## src/rtl/wave_disp_pkg.sv

```systemverilog
// wave_disp_pkg: shared FSM state, channel-index width helper and sample-to-Y mapping
package wave_disp_pkg;

    typedef enum logic [2:0] {IDLE, READ, DRAIN, NEXT_CH, DONE} rd_state_t;

    function automatic int ch_width(input int ch_num);
        return $clog2(ch_num) + 1;
    endfunction

    // Larger codes draw higher on screen (smaller Y); result is clamped to the visible area
    function automatic int y_map(input int data, input int mid, input logic [1:0] gain,
                                 input int offset, input int center, input int screen_h);
        int y;
        y = center - ((data - mid) <<< gain) + offset;
        return (y < 0) ? 0 : (y > screen_h - 1) ? screen_h - 1 : y;
    endfunction

endpackage

```

## src/rtl/wave_y_scale.sv

```systemverilog
// wave_y_scale: registered sample-to-Y mapping plus min/max segment against the previous point
module wave_y_scale
    import wave_disp_pkg::*;
#(
    parameter int DATA_W   = 8,
    parameter int ADDR_W   = 9,
    parameter int Y_W      = 11,
    parameter int SCREEN_H = 720,
    parameter int Y_CENTER = 360,
    parameter int CH_W     = 2
) (
    input  logic              ram_rd_clk,
    input  logic              rstn,
    input  logic              smp_vld,
    input  logic [CH_W-1:0]   smp_ch,
    input  logic [ADDR_W:0]   smp_x,
    input  logic [DATA_W-1:0] smp_data,
    input  logic [1:0]        smp_gain,
    input  logic [Y_W-1:0]    smp_off,
    output logic              pt_valid,
    output logic [CH_W-1:0]   pt_ch,
    output logic [ADDR_W:0]   pt_x,
    output logic [Y_W-1:0]    pt_y_lo,
    output logic [Y_W-1:0]    pt_y_hi
);

    logic [Y_W-1:0] y, prev_y;
    logic           first;

    assign y = Y_W'(y_map(int'(smp_data), 2 ** (DATA_W - 1), smp_gain,
                          int'($signed(smp_off)), Y_CENTER, SCREEN_H));
    // x==0 starts a new trace, so the stale previous Y of another channel is ignored
    assign first = (smp_x == '0);

    always_ff @(posedge ram_rd_clk) begin
        if (!rstn) begin
            pt_valid <= 1'b0;
            pt_ch    <= '0;
            pt_x     <= '0;
            pt_y_lo  <= '0;
            pt_y_hi  <= '0;
            prev_y   <= '0;
        end else begin
            pt_valid <= smp_vld;
            if (smp_vld) begin
                pt_ch   <= smp_ch;
                pt_x    <= smp_x;
                pt_y_lo <= (first || y < prev_y) ? y : prev_y;
                pt_y_hi <= (first || y > prev_y) ? y : prev_y;
                prev_y  <= y;
            end
        end
    end

endmodule

```

## src/rtl/wave_multi_rd_ctrl.sv

```systemverilog
// wave_multi_rd_ctrl: per-frame multi-channel capture RAM reader producing Y line segments
module wave_multi_rd_ctrl
    import wave_disp_pkg::*;
#(
    parameter int CH_NUM      = 2,
    parameter int DATA_W      = 8,
    parameter int ADDR_W      = 9,
    parameter int DISP_POINTS = 300,
    parameter int RD_LAT      = 1,
    parameter int Y_W         = 11,
    parameter int SCREEN_H    = 720,
    parameter int Y_CENTER    = 360,
    localparam int CH_W       = ch_width(CH_NUM)
) (
    input  logic                     ram_rd_clk,
    input  logic                     rstn,
    input  logic                     frame_start,
    input  logic                     wave_ready,
    input  logic [CH_NUM-1:0]        ch_en,
    input  logic [ADDR_W-1:0]        rd_base,
    input  logic [2*CH_NUM-1:0]      v_gain,
    input  logic [Y_W*CH_NUM-1:0]    v_offset,
    output logic                     ram_rd_en,
    output logic [ADDR_W-1:0]        wave_rd_addr,
    output logic [CH_W-1:0]          wave_rd_ch,
    input  logic [DATA_W*CH_NUM-1:0] wave_rd_data,
    output logic                     ram_rd_over,
    output logic                     pt_valid,
    output logic [CH_W-1:0]          pt_ch,
    output logic [ADDR_W:0]          pt_x,
    output logic [Y_W-1:0]           pt_y_lo,
    output logic [Y_W-1:0]           pt_y_hi,
    output logic                     busy,
    output logic                     frame_skip
);

    localparam int PW = 1 + CH_W + ADDR_W + 1;

    rd_state_t             state;
    logic [CH_NUM-1:0]     en_l;
    logic [ADDR_W-1:0]     base_l;
    logic [2*CH_NUM-1:0]   gain_l;
    logic [Y_W*CH_NUM-1:0] off_l;
    logic [ADDR_W:0]       cnt;
    logic [1:0]            dcnt;
    logic [CH_NUM-1:0]     srch_mask;
    logic [CH_W-1:0]       srch_from, nxt_ch;
    logic                  nxt_ok;
    logic [PW-1:0]         p1, p2, pd;
    logic                  pd_vld;
    logic [CH_W-1:0]       pd_ch;
    logic [ADDR_W:0]       pd_x;

    // In IDLE search the live enables from channel 0, otherwise the latched ones above the current channel
    assign srch_mask = (state == IDLE) ? ch_en : en_l;
    assign srch_from = (state == IDLE) ? '0 : wave_rd_ch + CH_W'(1);

    always_comb begin
        nxt_ch = '0;
        nxt_ok = 1'b0;
        for (int i = CH_NUM - 1; i >= 0; i--)
            if (srch_mask[i] && i >= int'(srch_from)) begin
                nxt_ch = CH_W'(i);
                nxt_ok = 1'b1;
            end
    end

    always_ff @(posedge ram_rd_clk) begin
        if (!rstn) begin
            state        <= IDLE;
            ram_rd_en    <= 1'b0;
            wave_rd_addr <= '0;
            wave_rd_ch   <= '0;
            ram_rd_over  <= 1'b0;
            busy         <= 1'b0;
            frame_skip   <= 1'b0;
            en_l         <= '0;
            base_l       <= '0;
            gain_l       <= '0;
            off_l        <= '0;
            cnt          <= '0;
            dcnt         <= '0;
        end else begin
            ram_rd_over <= 1'b0;
            frame_skip  <= frame_start && (state != IDLE || !wave_ready);
            case (state)
                IDLE: if (frame_start && wave_ready) begin
                    en_l         <= ch_en;
                    base_l       <= rd_base;
                    gain_l       <= v_gain;
                    off_l        <= v_offset;
                    busy         <= nxt_ok;
                    ram_rd_over  <= !nxt_ok;
                    ram_rd_en    <= nxt_ok;
                    wave_rd_addr <= rd_base;
                    wave_rd_ch   <= nxt_ch;
                    cnt          <= '0;
                    state        <= nxt_ok ? READ : DONE;
                end
                READ: if (cnt == (ADDR_W + 1)'(DISP_POINTS - 1)) begin
                    ram_rd_en <= 1'b0;
                    dcnt      <= '0;
                    state     <= DRAIN;
                end else begin
                    cnt          <= cnt + 1'b1;
                    wave_rd_addr <= wave_rd_addr + 1'b1;
                end
                DRAIN: if (dcnt == 2'(RD_LAT)) state <= NEXT_CH;
                       else dcnt <= dcnt + 1'b1;
                NEXT_CH: if (nxt_ok) begin
                    ram_rd_en    <= 1'b1;
                    wave_rd_addr <= base_l;
                    wave_rd_ch   <= nxt_ch;
                    cnt          <= '0;
                    state        <= READ;
                end else begin
                    ram_rd_over <= 1'b1;
                    busy        <= 1'b0;
                    state       <= DONE;
                end
                DONE:    state <= IDLE;
                default: state <= IDLE;
            endcase
        end
    end

    // Carry the read tag alongside the RAM latency so it meets its data
    always_ff @(posedge ram_rd_clk) begin
        if (!rstn) begin
            p1 <= '0;
            p2 <= '0;
        end else begin
            p1 <= {ram_rd_en, wave_rd_ch, cnt};
            p2 <= p1;
        end
    end

    assign pd = (RD_LAT == 2) ? p2 : p1;
    assign {pd_vld, pd_ch, pd_x} = pd;

    wave_y_scale #(
        .DATA_W   (DATA_W),
        .ADDR_W   (ADDR_W),
        .Y_W      (Y_W),
        .SCREEN_H (SCREEN_H),
        .Y_CENTER (Y_CENTER),
        .CH_W     (CH_W)
    ) u_scale (
        .ram_rd_clk (ram_rd_clk),
        .rstn       (rstn),
        .smp_vld    (pd_vld),
        .smp_ch     (pd_ch),
        .smp_x      (pd_x),
        .smp_data   (wave_rd_data[pd_ch*DATA_W +: DATA_W]),
        .smp_gain   (gain_l[pd_ch*2 +: 2]),
        .smp_off    (off_l[pd_ch*Y_W +: Y_W]),
        .pt_valid   (pt_valid),
        .pt_ch      (pt_ch),
        .pt_x       (pt_x),
        .pt_y_lo    (pt_y_lo),
        .pt_y_hi    (pt_y_hi)
    );

endmodule

```

## config.mk

```make
export PLATFORM = sky130hd
export DESIGN_NAME = wave_multi_rd_ctrl
export DESIGN_NICKNAME = d
export VERILOG_FILES = /design/src/rtl/wave_disp_pkg.sv /design/src/rtl/wave_y_scale.sv /design/src/rtl/wave_multi_rd_ctrl.sv
export SDC_FILE = /design/constraint.sdc
export NUM_CORES = 1
export LEC_CHECK = 0
export ABC_AREA = 0
export CELL_PAD_IN_SITES_DETAIL_PLACEMENT = 0
export CELL_PAD_IN_SITES_GLOBAL_PLACEMENT = 1
export CORE_ASPECT_RATIO = 0.6
export CORE_UTILIZATION = 30
export CTS_CLUSTER_SIZE = 12
export DETAILED_ROUTE_END_ITERATION = 6
export PLACE_DENSITY_LB_ADDON = 0.1
export SYNTH_ARGS = -nofsm -noshare
export SYNTH_HDL_FRONTEND = slang
export SYNTH_SLANG_ARGS = --single-unit
```

## constraint.sdc

```tcl
create_clock -name ram_rd_clk -period 22 [get_ports ram_rd_clk]
set_input_delay 6.6 -clock ram_rd_clk [delete_from_list [all_inputs] [get_ports ram_rd_clk]]
set_output_delay 6.6 -clock ram_rd_clk [all_outputs]
set_load 0.005 [all_outputs]
```

-- Yosys cells after proc, flatten, opt, wreduce, memory -nomap -nowiden
Cells that the tools add are included.
- output and inout bits: 50
- register bits after elaboration: 126
- word-level logic and storage cells: 110
- order comparisons: 6
- equality and inequality tests: 12
- muxes and demuxes: 38
- add/subtract/negate cells: 7
- $mul: 1
- reduce and logical (&&, ||, !) cells: 22
- shifts and indexed selects: 4
- operators with widths (cell ; count):
    two-way mux 11 bit ; 4
    adder 32 x 11 -> 32 bit ; 1
    greater-than comparator 32 x 11 -> 1 bit (second input constant) ; 1
    less-than comparator 32 x 1 -> 1 bit (second input constant) ; 1
    <<< shifter 32 x 2 -> 32 bit ; 1
    subtractor 10 x 32 -> 32 bit (first input constant) ; 1
    two-way mux 10 bit ; 3
    case mux 10 bit (3 select lines) ; 1
    two-way mux 9 bit ; 3
    case mux 9 bit (3 select lines) ; 1
    variable part select 22 x 7 -> 11 bit ; 1
    variable part select 16 x 6 -> 8 bit ; 1
    two-way mux 2 bit ; 7
    two-way mux 3 bit ; 4
    inequality test 2 bit (second input constant) ; 6
    case mux 3 bit (4 select lines) ; 1
    AND reduction 3 bit ; 4
    greater-than comparator 11 bit ; 1
    less-than comparator 11 bit ; 1
    adder 10 x 1 -> 10 bit (second input constant) ; 1
    equality test 10 x 9 -> 1 bit (second input constant) ; 1
    logical NOT 10 bit ; 1
    adder 9 x 1 -> 9 bit (second input constant) ; 1
    two-way mux 1 bit ; 9
    20 further kinds ; 34

-- Longest topological paths before layout
Gate-level depths: netlist of the first run.
- word-level depth: 11
- mapped depth: 36
- depth with buffers taken out: 31

-- Cells and area by module
A second synthesis of the first run with hierarchy kept.
- cells, all modules: 839
- area, all modules: 6967.9 µm²
- by module, submodules not included (module ; cells each ; area an instance (µm²) ; seq. area each (µm²) ; instances):
    wave_y_scale ; 423 ; 3520.9 ; 920.9 ; 1
    wave_multi_rd_ctrl ; 416 ; 3447.1 ; 1541.5 ; 1

-- Least setup slack after synthesis of the first run
Ideal clock, no wire load.
- path kind: input port to flip-flop
- start: input wave_rd_data[8]
- end: register u_scale.pt_y_lo[3]
- path buffers: 3
- path slack: 9.203 ns
- arrival: 12.727 ns
- data required time: 21.930 ns
- stages: 32
- library setup time: 0.070 ns
- cell sequence: mux2_2 > a21oi_1 > nand2b_1 > ha_1 > ha_1 > fa_1 > a211o_1 > and3_4 > o21ai_1 > nor2_1 > o21ai_0 > nand2_1 > a22o_1 > ha_1 > or4_1 > nor2_1 > o211ai_1 > nor4_4 > o211ai_2 > buf_6 > nand2_1 > nand2_1 > ha_1 > o21a_1 > o21ai_0 > a311oi_1 > o41ai_1 > nand2b_1 > buf_2 > buf_1 > o221ai_1 > a21oi_1
- longest elaborated chain between the ends: 11
- elaborated cells on any way between the ends: 12
- those cells by class: 3 x add/sub; 3 x order compare; 2 x shift; 3 x mux; 1 x reduce/logical
- ends and longest elaborated chain (item ; line ; RTL):
    start: declaration ; wave_multi_rd_ctrl.sv:26 ; input logic [DATA_W*CH_NUM-1:0] wave_rd_data,
    variable part select 16 x 6 -> 8 bit * ; wave_multi_rd_ctrl.sv:154 ; .smp_data (wave_rd_data[pd_ch*DATA_W +: DATA_W]),
    subtractor 8 x 8 -> 9 bit * ; wave_disp_pkg.sv:14 ; y = center - ((data - mid) <<< gain) + offset;
    <<< shifter 32 x 2 -> 32 bit * ; wave_disp_pkg.sv:14 ;
    subtractor 10 x 32 -> 32 bit * ; wave_disp_pkg.sv:14 ;
    adder 32 x 11 -> 32 bit * ; wave_disp_pkg.sv:14 ;
    greater-than comparator 32 x 11 -> 1 bit ; wave_disp_pkg.sv:15 ; return (y < 0) ? 0 : (y > screen_h - 1) ? screen_h - 1 : y;
    two-way mux 11 bit ; wave_disp_pkg.sv:15 ;
    two-way mux 11 bit * ; wave_disp_pkg.sv:15 ;
    via u_scale.y[7] ; wave_y_scale.sv:27 ; logic [Y_W-1:0] y, prev_y;
    less-than comparator 11 bit * ; wave_y_scale.sv:48 ; pt_y_lo <= (first || y < prev_y) ? y : prev_y;
    logical OR 1 bit * ; wave_y_scale.sv:48 ;
    two-way mux 11 bit * ; wave_y_scale.sv:48 ;
    end signal: assignment ; wave_y_scale.sv:48 ;
    end: declaration ; wave_y_scale.sv:23 ; output logic [Y_W-1:0] pt_y_lo,
The timed path passes the listed nets; every way through them passes the cells marked *.
A chain may end at the register's enable or synchronous reset.

-- Final worst setup path of the first run
- start: input wave_rd_data[9]
- end: register u_scale.pt_y_lo[8]
Same word-level chain as after synthesis.

==> results.toml, run 1 <==
[pwr]
sw_frac_of_total_pct = 28.55
finalPower_uw = 703.3
power.net_switching_uw = 200.8
pwr-share-seq_pct = 33.8
p_clk_share_pct = 45.1
vdd_ir_drop_max_mv = 0.05379
leakagePower_uw = 0.003172
pwr-share-comb_pct = 21.1
internal_power_uw = 502.5
powerDensity_mw_per_mm2 = 80.26

[cells_and_area]
nets = 1013
drive_gt1_share_pct = 9.169
seqCellArea_sq_mm = 0.002444
multi_input_area_sq_mm = 0.004014
antenna_cells = 0
syn_to_final_growth_pct = 28.76
fillCellCount = 2271

[global_route]
met3_usage_pct = 4.366
track_usage_pct = 17.59
antenna_found_initial = 0
grt_pass1_vias = 5846
gr-usage-met1_pct = 26.62
grt_pass1_wl_microns = 31810
grt-ovfl-total = 0
met2_usage_pct = 24.00
grt_max_degree = 56
busiest_layer = "met1"

[outcome]
status = "complete, no violations"

[synthesis]
syn-mean-instance-area_sq_um = 8.189
yosysUniqueCellTypes = 75
syn_area_sq_mm = 0.006805
synth.largest_area_cell = "dfxtp_1"
synth-edff-count = 0
synthArstFlopShare_pct = 0
synth_cells = 831
ys_seq_elements = 122
yosys_warnings = 0
yosys-top-cells-area = "dfxtp_1 (36%), ha_1 (7.5%), nand2_1 (7.3%)"
yosysSeqAreaShare_pct = 35.89
synth_top_flop_cell = "dfxtp_1"
synth_top_cell_area_share_pct = 35.89

[setup_path]
endpoint_kind = "flip-flop"
critPathKind = "in2reg"
required_ns = 22.28
r2r_slack_ns = 13.69
cp_data_arrival_time_ns = 14.19
slowest_stage = "nand2b_1"
startpoint_type = "primary input"
cpMostUsedCell = "ha_1"
cp_max_fo = 19
critPathMaxStageDelay_ns = 0.71

[drt]
remaining_drc_errors = 0
ant_nets = 0
wl_microns = 19960
wire_per_inst_microns = 16.16
drt_iter0_drc = 334
dr.pass1.iters = 4
via_per_inst = 4.909
num_vias = 6062

[clock_tree]
cts_tree = "built"
cts_sinks = 122
cts-root-buf = "clkbuf_16"
post_cts_buffers = 0
numCtsBuffers = 17
clockBufferDepth = 2
cts_resized = 0
clk-insertion-delay-late_ns = 0.43
h-tree-depth = 4
clk_pin_slew_ns = 0.06
cts-hold-fix-buffers = 0

[timing]
relSlewSlack_pct = 44.51
min_period_over_period_pct = 63.23
fin_skew_ns = 0.01098
rsz0062_at_grt = "false"
min_period_ns = 13.91
max_freq_mhz = 71.89
tightestPinTransition_ns = 0.8313
tns_ns = 0
final-setup-viol-count = 0
whs_ns = 0.4521
slew_viol_final = 0
final_hold_viol_count = 0

[die]
dieArea_sq_mm = 0.02331
core_area_sq_mm = 0.02212
start_util_pct = 30.76
placementRows = 42
die_y_microns = 118.7
ios = 107
die_w_microns = 196.4

[place]
gp_congestion = 0.8270
portBuffers = 104
hpwl_microns = 14710

[worst_hold_path]
hold_class = "reg2reg"

[run]
drv_cap = 0
cell usage after synthesis, types with 4 or more instances:
cell type,instances
buf_1,6
nor2_1,77
xor2_1,5
clkbuf_1,36
dfxtp_1,122
a211oi_2,6
nor2b_1,7
o21ai_0,31
a21oi_2,5
mux2i_1,36
inv_1,34
nor3_1,15
o211ai_1,8
o221ai_1,11
nand3_1,17
xnor2_1,12
nor3b_1,5
nand2_1,133
nand2b_1,6
mux2_2,14
a21o_1,4
buf_2,6
a211oi_1,14
and2_1,11
ha_1,41
nand3b_1,5
o21a_1,6
a21oi_1,79
nand4_1,5
a31oi_1,5
o31a_1,4
cell type report:
cell class | count | share of cell area (%)
Multi-Input combinational cell | 623 | 45.81
Sequential cell | 122 | 27.89
Timing Repair Buffer | 114 | 12.74
Clock buffer | 19 | 5.169
Tap cell | 308 | 4.398
Clock inverter | 13 | 2.456
Inverter | 36 | 1.542
power by group through the flow:
stage	clock network (uW)	logic (uW)	registers [uW]
2_1_floorplan	0	98.8	240
3_3_place_gp	0	145	242
3_5_place_dp	0	147	242
4_1_cts	324	148	238
5_1_grt	333	165	239
6_report	317	148	238
worst max-delay path, delay by kind of cell:
kind | cells | cell delay, ns
adder cells (fa/ha/maj) | 5 | 1.46
buffers and inverters | 1 | 0.43
AND/OR/NAND/NOR | 10 | 2.54
AO/OA/AOI/OAI | 12 | 2.62
multiplexers | 2 | 0.53
layer usage:
| metal | part of all wire (%) | wire, microns | vias to the layer above |
|---|---|---|---|
| met5 | 0 | 0 | - |
| li1 | - | - | 3088 |
| met2 | 39 | 7726 | 118 |
| met4 | 0.91 | 181 | 0 |
| met1 | 56 | 11120 | 2839 |
| met3 | 4.6 | 927 | 17 |
kinds of logic (layout without fill, tap and decap cells):
logic type      count (synthesis)  after routing  share of synthesized area [%]
simple gates                  303            303                          20.65
xor+xnor                       17             17                          2.188
fa+ha+maj                      42             42                          7.832
compound gates                207            207                          20.33
mux                            51             51                          7.814
buf+inv                        88            182                          5.240
flops                         122            122                          35.89
other cells                     1              3                        0.05510
final timing paths:
path	to	depth (start not counted)	start
worst max-delay path	u_scale.pt_y_lo[8]	30	wave_rd_data[9]
worst min-delay path	off_l[18]	2	off_l[18]
worst max register to register	u_scale.pt_y_lo[8]	30	p1[10]
worst min register to register	off_l[18]	2	off_l[18]
registers in the layout, summed over array words and instances, names as in the netlist, 2 cells and up:
signal           cells
u_scale.pt_y_lo     11
dcnt                 2
wave_rd_addr         9
base_l               9
u_scale.pt_x        10
p1                  12
u_scale.prev_y      11
u_scale.pt_y_hi     11
state                3
off_l               22
gain_l               4
cnt                 10
per-stage QoR:
stage / util [%] / std cells / worst slack, ns / cell area (sq um)
CTS: 39.61 / 1235 / 8.168 / 8762
global placement: 36.59 / 1203 / 7.963 / 8094
detailed placement: 36.59 / 1203 / 7.712 / 8094
finish: 39.61 / 1235 / 8.090 / 8762
global route: 39.61 / 1235 / 7.538 / 8762
floorplan: - / 833 / 9.203 / 6813
layout by cell type (no fill, tap or decap), types with 4 or more instances in the layout:
cell / synthesis / routed
dfxtp_1: 122 / 121
nor3_1: 15 / 15
o31a_1: 4 / 4
inv_1: 34 / 34
o211ai_1: 8 / 8
clkinvlp_4: 0 / 4
ha_1: 41 / 41
a21o_1: 4 / 4
buf_4: 3 / 10
and2_1: 11 / 11
o221ai_1: 11 / 11
nand2b_1: 6 / 6
nand2_1: 133 / 133
a211oi_2: 6 / 6
o21ai_1: 3 / 4
nand4_1: 5 / 5
nor3b_1: 5 / 5
a21oi_2: 5 / 5
nand3_1: 17 / 17
bufinv_16: 0 / 5
nand3b_1: 5 / 5
clkdlybuf4s50_1: 0 / 104
xnor2_1: 12 / 12
nor2_1: 77 / 77
o21ai_0: 31 / 30
xor2_1: 5 / 5
a211oi_1: 14 / 14
o21a_1: 6 / 6
clkbuf_16: 0 / 17
mux2_2: 14 / 14
mux2i_1: 36 / 36
a31oi_1: 5 / 5
a21oi_1: 79 / 79
nor2b_1: 7 / 7
Note: power is estimated with default switching activity, not from simulation.
==> run 2: changes to the inputs <==
clock period = 14.34 ns   (was 22 ns; I/O delays follow)
==> results.toml, run 2 (same netlist as run 1, synthesis figures left out) <==
[outcome]
status = "complete, no violations"

[global_route]
antenna_found_initial = 0
grt_pass1_vias = 5815
grt_pass1_wl_microns = 31950
grt-ovfl-total = 0
grt_max_degree = 56
track_usage_pct = 17.61

[pwr]
p_clk_share_pct = 41.0
powerDensity_mw_per_mm2 = 115.8
pwr-share-comb_pct = 22.6
power.net_switching_uw = 292.0
leakagePower_uw = 0.003138
sw_frac_of_total_pct = 29.12
pwr-share-seq_pct = 36.4
vdd_ir_drop_max_mv = 0.08149
finalPower_uw = 1003
internal_power_uw = 710.8

[setup_path]
required_ns = 14.61
slowest_stage = "nand2b_1"
startpoint_type = "primary input"
endpoint_kind = "flip-flop"
crit_buf_inv = 1
crit_path_end = "u_scale.pt_y_lo[8]"
cpMostUsedCell = "ha_1"
r2r-start = "p1[10]"
path_delay_family = "compound AO/OA/AOI/OAI gates"
cp_max_fo = 19
cp_data_arrival_time_ns = 11.85
r2r_cells = 30
reg2reg_to = "u_scale.pt_y_lo[8]"
crit_start = "wave_rd_data[9]"
critPathKind = "in2reg"
path_depth = 30
critPathMaxStageDelay_ns = 0.69
r2r_slack_ns = 6.09

[clock_tree]
numCtsBuffers = 17
clockBufferDepth = 2
post_cts_buffers = 0
clk_pin_slew_ns = 0.05
cts_sinks = 122
cts_tree = "built"
cts_resized = 0
cts-hold-fix-buffers = 0
clk-insertion-delay-late_ns = 0.42
cts-root-buf = "clkbuf_16"
h-tree-depth = 4

[die]
die_y_microns = 118.7
placementRows = 42
start_util_pct = 30.76
die_w_microns = 196.4
dieArea_sq_mm = 0.02331
core_area_sq_mm = 0.02212
ios = 107

[timing]
min_period_over_period_pct = 80.73
fin_skew_ns = 0.009288
rsz0062_at_grt = "false"
slew_viol_final = 0
min_period_ns = 11.58
final-setup-viol-count = 0
tightestPinTransition_ns = 0.8726
tns_ns = 0
whs_ns = 0.4495
max_freq_mhz = 86.38
relSlewSlack_pct = 41.75
final_hold_viol_count = 0

[cells_and_area]
syn_to_final_growth_pct = 27.27
fillCellCount = 2255
nets = 1013
regMostFlops = "off_l"
largest_reg_flops = 22
reg_top3 = "off_l: 22 flops, p1: 12 flops"
antenna_cells = 0
final_common_cell = "nand2_1"
drive_gt1_share_pct = 8.855
final_cell_mix = "nand2_1 (133), dfxtp_1 (121), clkdlybuf4s50_1 (104)"

[drt]
ant_nets = 0
drt_iter0_drc = 407
wl_microns = 19880
num_vias = 6117
via_per_inst = 4.957
dr.pass1.iters = 5
remaining_drc_errors = 0
wire_per_inst_microns = 16.11

[place]
hpwl_microns = 14700
gp_congestion = 0.8269
portBuffers = 104

[worst_hold_path]
hold_class = "reg2reg"
hold_start = "off_l[2]"

[run]
drv_cap = 0
-- run 2: changes by cell type in the layout (fill, tap and decap cells not counted), sizes merged --
| cell | before | now |
|---|---|---|
| clkbuf | 19 | 24 |
| bufinv | 5 | 1 |
| clkinv | 3 | 5 |
| clkinvlp | 4 | 2 |
| inv | 37 | 35 |
-- run 2: cell type report --
| type | instances | area (sq um) | share of cell area, % |
|---|---|---|---|
| Sequential cell | 122 | 2444 | 28.21 |
| Clock inverter | 7 | 65.06 | 0.7512 |
| Tap cell | 308 | 385.4 | 4.450 |
| Inverter | 36 | 135.1 | 1.560 |
| Multi-Input combinational cell | 623 | 4014 | 46.34 |
| Timing Repair Buffer | 114 | 1116 | 12.89 |
| Clock buffer | 24 | 501.7 | 5.793 |
-- run 2: power by group through the flow --
stage	Clock, uW	Sequential (uW)	Combinational [uW]
floorplan	0	368	152
global placement	0	372	222
detailed placement	0	372	225
CTS	422	365	226
global route	437	367	254
finish	411	365	227
-- run 2: metal layers --
layer / vias to the layer above / track usage, % / share of wire (%)
met4: 0 / 4.639 / 0.96
met2: 124 / 24.45 / 39
met5: - / 0 / 0
li1: 3088 / - / -
met1: 2892 / 26.48 / 55
met3: 13 / 4.366 / 5.0
-- run 2: tightest hold or removal path: cells and delay by family (launching register included) --
| kind | cells | cell delay [ns] |
|---|---|---|
| flops | 1 | 0.30 |
| simple gates | 1 | 0.05 |
| compound gates | 1 | 0.05 |
-- run 2: through the flow --
stage	util, %	setup slack, ns	cells	instance area (sq um)
5_1_grt	39.15	2.162	1234	8661
3_3_place_gp	36.59	2.601	1203	8094
4_1_cts	39.15	2.809	1234	8661
2_1_floorplan	-	3.841	833	6813
6_report	39.15	2.763	1234	8661
3_5_place_dp	36.59	2.385	1203	8094
-- run 2: worst min-delay path by stage --
stage | slack [ns] | endpoint | cells past startpoint
after floorplan | 0.43 | off_l[12] | 2
after global placement | 0.44 | base_l[0] | 2
after detailed placement | 0.44 | off_l[12] | 2
after CTS | 0.45 | off_l[12] | 2
after global routing | 0.47 | off_l[5] | 2
final | 0.45 | off_l[2] | 2
